`config.mk`:
```
export PLATFORM = sky130hd
export DESIGN_NAME = mips32_boot_loader
export DESIGN_NICKNAME = d
export VERILOG_FILES = /design/src/rtl/mips32_boot_loader.sv
export SDC_FILE = /design/constraint.sdc
export NUM_CORES = 1
export LEC_CHECK = 0
export ABC_AREA = 0
export BUFFER_PORTS_ARGS = -buffer_cell sky130_fd_sc_hd__buf_2
export CORE_MARGIN = 4
export CORE_UTILIZATION = 50
export CTS_CLUSTER_DIAMETER = 100
export DETAILED_ROUTE_END_ITERATION = 10
export GPL_ROUTABILITY_DRIVEN = 0
export PLACE_DENSITY = 0.79
export SYNTH_ARGS = -nofsm -noshare
export SYNTH_HDL_FRONTEND = slang
export SYNTH_SLANG_ARGS = --single-unit
```
`constraint.sdc`:
```
create_clock -name clk1 -period 12.1 [get_ports clk1]
set_input_delay 1.21 -clock clk1 [delete_from_list [all_inputs] [get_ports clk1]]
set_output_delay 1.21 -clock clk1 [all_outputs]
set_load 0.1 [all_outputs]
```
`src/rtl/mips32_boot_loader.sv`:
```
// Framed byte-stream loader for the mips32 core memory.
// Holds the core halted until the image checksum matches.
module mips32_boot_loader #(
   parameter int          ADDR_W = 10,
   parameter logic [7:0]  MAGIC  = 8'hA5
) (
   input  logic              clk1,
   input  logic              rst,
   input  logic [7:0]        rx_data,
   input  logic              rx_valid,
   output logic              rx_ready,
   output logic              mem_we,
   output logic [ADDR_W-1:0] mem_addr,
   output logic [31:0]       mem_wdata,
   output logic              core_hold,
   output logic [ADDR_W-1:0] pc_start,
   output logic              boot_done,
   output logic              boot_err,
   output logic [15:0]       words_loaded
);

   typedef enum logic [3:0] {
      IDLE, ADDR_HI, ADDR_LO, CNT_HI, CNT_LO,
      DATA, CHK, DONE, ERR
   } state_t;

   state_t            state, nstate;
   logic [7:0]        acc;
   logic [7:0]        addr_hi;
   logic [7:0]        cnt_hi;
   logic [ADDR_W-1:0] start;
   logic [15:0]       cnt;
   logic [23:0]       wbuf;
   logic [1:0]        bidx;

   logic        xfer;
   logic [15:0] addr_full;
   logic [15:0] cnt_full;
   logic [16:0] end_addr;
   logic [16:0] limit;
   logic        addr_bad;
   logic        last_word;

   assign rx_ready  = (state != DONE) && (state != ERR);
   assign core_hold = (state != DONE);
   assign boot_done = (state == DONE);
   assign boot_err  = (state == ERR);

   assign xfer      = rx_valid & rx_ready;
   assign addr_full = {addr_hi, rx_data};
   assign cnt_full  = {cnt_hi, rx_data};
   assign end_addr  = {{(17-ADDR_W){1'b0}}, start}
                    + {1'b0, cnt_full};
   assign limit     = 17'd1 << ADDR_W;
   assign addr_bad  = (addr_full >> ADDR_W) != 16'd0;
   assign last_word = (words_loaded + 16'd1) == cnt;

   always_ff @(posedge clk1 or posedge rst) begin
      if (rst) state <= IDLE;
      else     state <= nstate;
   end

   always_comb begin
      nstate = state;
      if (xfer) begin
         unique case (state)
            IDLE:    if (rx_data == MAGIC) nstate = ADDR_HI;
            ADDR_HI: nstate = ADDR_LO;
            ADDR_LO: nstate = addr_bad ? ERR : CNT_HI;
            CNT_HI:  nstate = CNT_LO;
            CNT_LO: begin
               if (end_addr > limit)      nstate = ERR;
               else if (cnt_full == 16'd0) nstate = CHK;
               else                        nstate = DATA;
            end
            DATA:    if (bidx == 2'd3 && last_word) nstate = CHK;
            CHK:     nstate = (rx_data == acc) ? DONE : ERR;
            default: nstate = state;
         endcase
      end
   end

   // Write strobe is registered: fires the cycle after the 4th byte.
   always_ff @(posedge clk1 or posedge rst) begin
      if (rst) begin
         acc          <= 8'd0;
         addr_hi      <= 8'd0;
         cnt_hi       <= 8'd0;
         start        <= '0;
         cnt          <= 16'd0;
         wbuf         <= 24'd0;
         bidx         <= 2'd0;
         mem_we       <= 1'b0;
         mem_addr     <= '0;
         mem_wdata    <= 32'd0;
         pc_start     <= '0;
         words_loaded <= 16'd0;
      end else begin
         mem_we <= 1'b0;
         if (xfer) begin
            unique case (state)
               IDLE: begin
                  if (rx_data == MAGIC) begin
                     acc          <= 8'd0;
                     bidx         <= 2'd0;
                     words_loaded <= 16'd0;
                  end
               end
               ADDR_HI: begin
                  addr_hi <= rx_data;
                  acc     <= acc ^ rx_data;
               end
               ADDR_LO: begin
                  start <= addr_full[ADDR_W-1:0];
                  acc   <= acc ^ rx_data;
               end
               CNT_HI: begin
                  cnt_hi <= rx_data;
                  acc    <= acc ^ rx_data;
               end
               CNT_LO: begin
                  cnt <= cnt_full;
                  acc <= acc ^ rx_data;
               end
               DATA: begin
                  acc  <= acc ^ rx_data;
                  wbuf <= {wbuf[15:0], rx_data};
                  bidx <= bidx + 2'd1;
                  if (bidx == 2'd3) begin
                     mem_we       <= 1'b1;
                     mem_wdata    <= {wbuf, rx_data};
                     mem_addr     <= start
                                   + words_loaded[ADDR_W-1:0];
                     words_loaded <= words_loaded + 16'd1;
                  end
               end
               CHK: if (rx_data == acc) pc_start <= start;
               default: ;
            endcase
         end
      end
   end

endmodule

```
==> flow_metrics.env <==
export IMPL_run_status="finished, final reports clean"
export IMPL_hpwl_microns=12400
export IMPL_path_clk_slew_ns=0.07
export IMPL_synth_most_common_cell="dfrtp_1"
export IMPL_leakagePower_nw=4.30
export IMPL_min_period_over_period=0.314
export IMPL_holdWs_ns=0.468
export IMPL_synth_top_cell_by_area="dfrtp_1"
export IMPL_cap_violations=0
export IMPL_num_vias=6128
export IMPL_setup_tns_ns=0
export IMPL_ys_top_cells_by_area="dfrtp_1, mux2_2, nand2_1"
export IMPL_clock_latency_ns=0.42
export IMPL_cts_root_buf="clkbuf_16"
export IMPL_peakVddDrop_mv=0.135
export IMPL_synthArstFlopShare=1.00
export IMPL_crit_path_max_fanout=34
export IMPL_overflow=0
export IMPL_worst_setup_path_type="in -> reg"
export IMPL_grt_pass1_vias=5727
export IMPL_slew_headroom=0.191
export IMPL_grt_pass1_wl_microns=30200
export IMPL_synthFlopType="dfrtp_1"
export IMPL_start_kind="primary input"
export IMPL_worst_pin_slew_ns=1.20
export IMPL_num_rows=45
export IMPL_fill_cells=1203
export IMPL_post_synth_top_area_fraction=0.485
export IMPL_wire_per_inst_microns=17.7
export IMPL_cts_hold_buffers=0
export IMPL_fin_skew_ns=0.00648
export IMPL_area_delta_synth_final_pct=14.5
export IMPL_slew_viol_final=0
export IMPL_end_kind="flop"
export IMPL_dieArea_sq_mm=0.0174
export IMPL_numClockSinks=149
export IMPL_track_usage=0.214
export IMPL_layout_nets=869
export IMPL_cts_resized=0
export IMPL_total_power_w=0.00203
export IMPL_synth_avg_cell_area_sq_um=10.0
export IMPL_cts_buffers=17
export IMPL_synth_cell_types=65
export IMPL_diodes=0
export IMPL_synth_area_sq_mm=0.00769
export IMPL_first_iter_violations=606
export IMPL_fin_crit_ns=3.80
export IMPL_dieWidth_microns=132
export IMPL_dr_pass1_iters=5
export IMPL_synth_edff_count=0
export IMPL_grt_max_degree=93
export IMPL_multi_input_area_sq_mm=0.00375
export IMPL_h_tree_depth=4
export IMPL_ys_ff_latch=149
export IMPL_rsz0062_at_grt="false"
export IMPL_start_util=0.508
export IMPL_hold_depth=2
export IMPL_cts_setup_buffers=0
export IMPL_synthTopCellsByCount="dfrtp_1, nand2_1, mux2_2"
export IMPL_regArea_sq_mm=0.00373
export IMPL_portBuffers=83
export IMPL_synth_fp_nets=802
export IMPL_hold_viol=0
export IMPL_antenna_found_initial=0
export IMPL_arrival_ns=4.14
export IMPL_drc=0
export IMPL_routed_via_density=5.92
export IMPL_die_h_microns=132
export IMPL_crit_required_ns=12.44
export IMPL_synth_cells=768
export IMPL_io_pins=84
export IMPL_setup_viol=0
export IMPL_yosysSeqAreaShare=0.485
export IMPL_ant_nets=0
export IMPL_powerDensity_mw_per_mm2=231
export IMPL_r2r_cells=7
export IMPL_hp_class="reg -> reg"
export IMPL_maxClockFrequency_ghz=0.263
export IMPL_drive_gt1_frac=0.248
export IMPL_cts_tree="done"
export IMPL_synth_warnings=0
export IMPL_coreArea_sq_mm=0.0151
export IMPL_clockBufferDepth=2
export IMPL_wl_microns=18300
## cell families after synthesis
kind of cell | after synthesis | share of synthesized area
buffers and inverters | 55 | 0.0281
AOI/OAI and AO/OA | 139 | 0.114
DFF | 149 | 0.485
adders and majority gates | 23 | 0.0394
and+or+nand+nor | 281 | 0.170
muxes | 81 | 0.118
xor gates and xnor gates | 40 | 0.0455
## through the flow
stage / setup WS [ns] / cell area, sq um / util / cells
5_1_grt: 8.12 / 8810 / 0.581 / 1036
2_1_floorplan: 6.88 / 7690 / - / 768
6_report: 8.30 / 8810 / 0.581 / 1036
3_5_place_dp: 7.93 / 8230 / 0.543 / 1004
3_3_place_gp: 7.95 / 8230 / 0.543 / 1004
4_1_cts: 8.36 / 8810 / 0.581 / 1036
## worst paths after layout
check	from	end	slack (ns)
worst min register to register	wbuf[20]$_DFFE_PP0P_	mem_wdata[28]$_DFFE_PP0P_	0.47
min in group asynchronous	rst	mem_wdata[26]$_DFFE_PP0P_	0.95
worst min-delay path	wbuf[20]$_DFFE_PP0P_	mem_wdata[28]$_DFFE_PP0P_	0.47
worst max-delay path	rx_data[1]	words_loaded[10]$_DFFE_PP0P_	8.30
worst max register to register	state[2]$_DFFE_PP0P_	words_loaded[4]$_DFFE_PP0P_	8.64
max in group asynchronous	rst	cnt_hi[4]$_DFFE_PP0P_	9.96
## layer usage
metal / global-route usage / wire (microns) / vias to the layer above
li1: - / - / 2849
met2: 0.347 / 8890 / 235
met3: 0.0416 / 1170 / 38
met4: 0.0793 / 424 / 0
met1: 0.286 / 7820 / 3006
met5: 0 / 0 / -
## power breakdown
group	internal (W)	switching [W]	leakage, nW
clock network	0.000292	0.000226	0.286
registers	0.000634	0.000155	1.99
logic	0.000253	0.000473	2.03
## registers in the layout (all words and copies together) (netlist names)
name and flops:
cnt_hi 8, mem_addr 10, wbuf 24, mem_wdata 32
state 4, start 10, bidx 2, acc 8
pc_start 10, mem_we 1, words_loaded 16, addr_hi 8
cnt 16
## cells in the final DEF, fill, tap and decap left out, types with 4 or more instances in the layout
cell type	count
nor4_1	9
o21ai_0	61
o31ai_1	4
ha_1	21
clkbuf_16	17
buf_4	4
inv_6	8
nand4_1	8
inv_1	14
o21a_1	4
dfrtp_1	149
xor2_1	16
mux2_2	78
nor2_1	40
buf_2	83
nor3_1	13
xnor2_1	24
a21o_1	6
a21oi_1	23
nand2b_1	14
a31oi_1	7
nand3_1	19
nand2_1	145
or3_1	7
## cell type report
class | count | area share
clock buffer | 17 | 0.0483
clock inverter | 15 | 0.0176
inverter | 16 | 0.00739
multi-input combinational | 564 | 0.426
sequential | 149 | 0.423
tap | 188 | 0.0267
timing repair buffer | 87 | 0.0506
## critical path, cell delays in order
cell and delay [ns]:
buf_2 0.20, or4_4 0.58, o21ai_2 0.19, nand4b_1 0.65
nand2b_2 0.47, clkinv_1 0.17, buf_4 0.37, nand4_1 0.13
o21ai_0 0.16
Power figures use the tool's default switching activity.
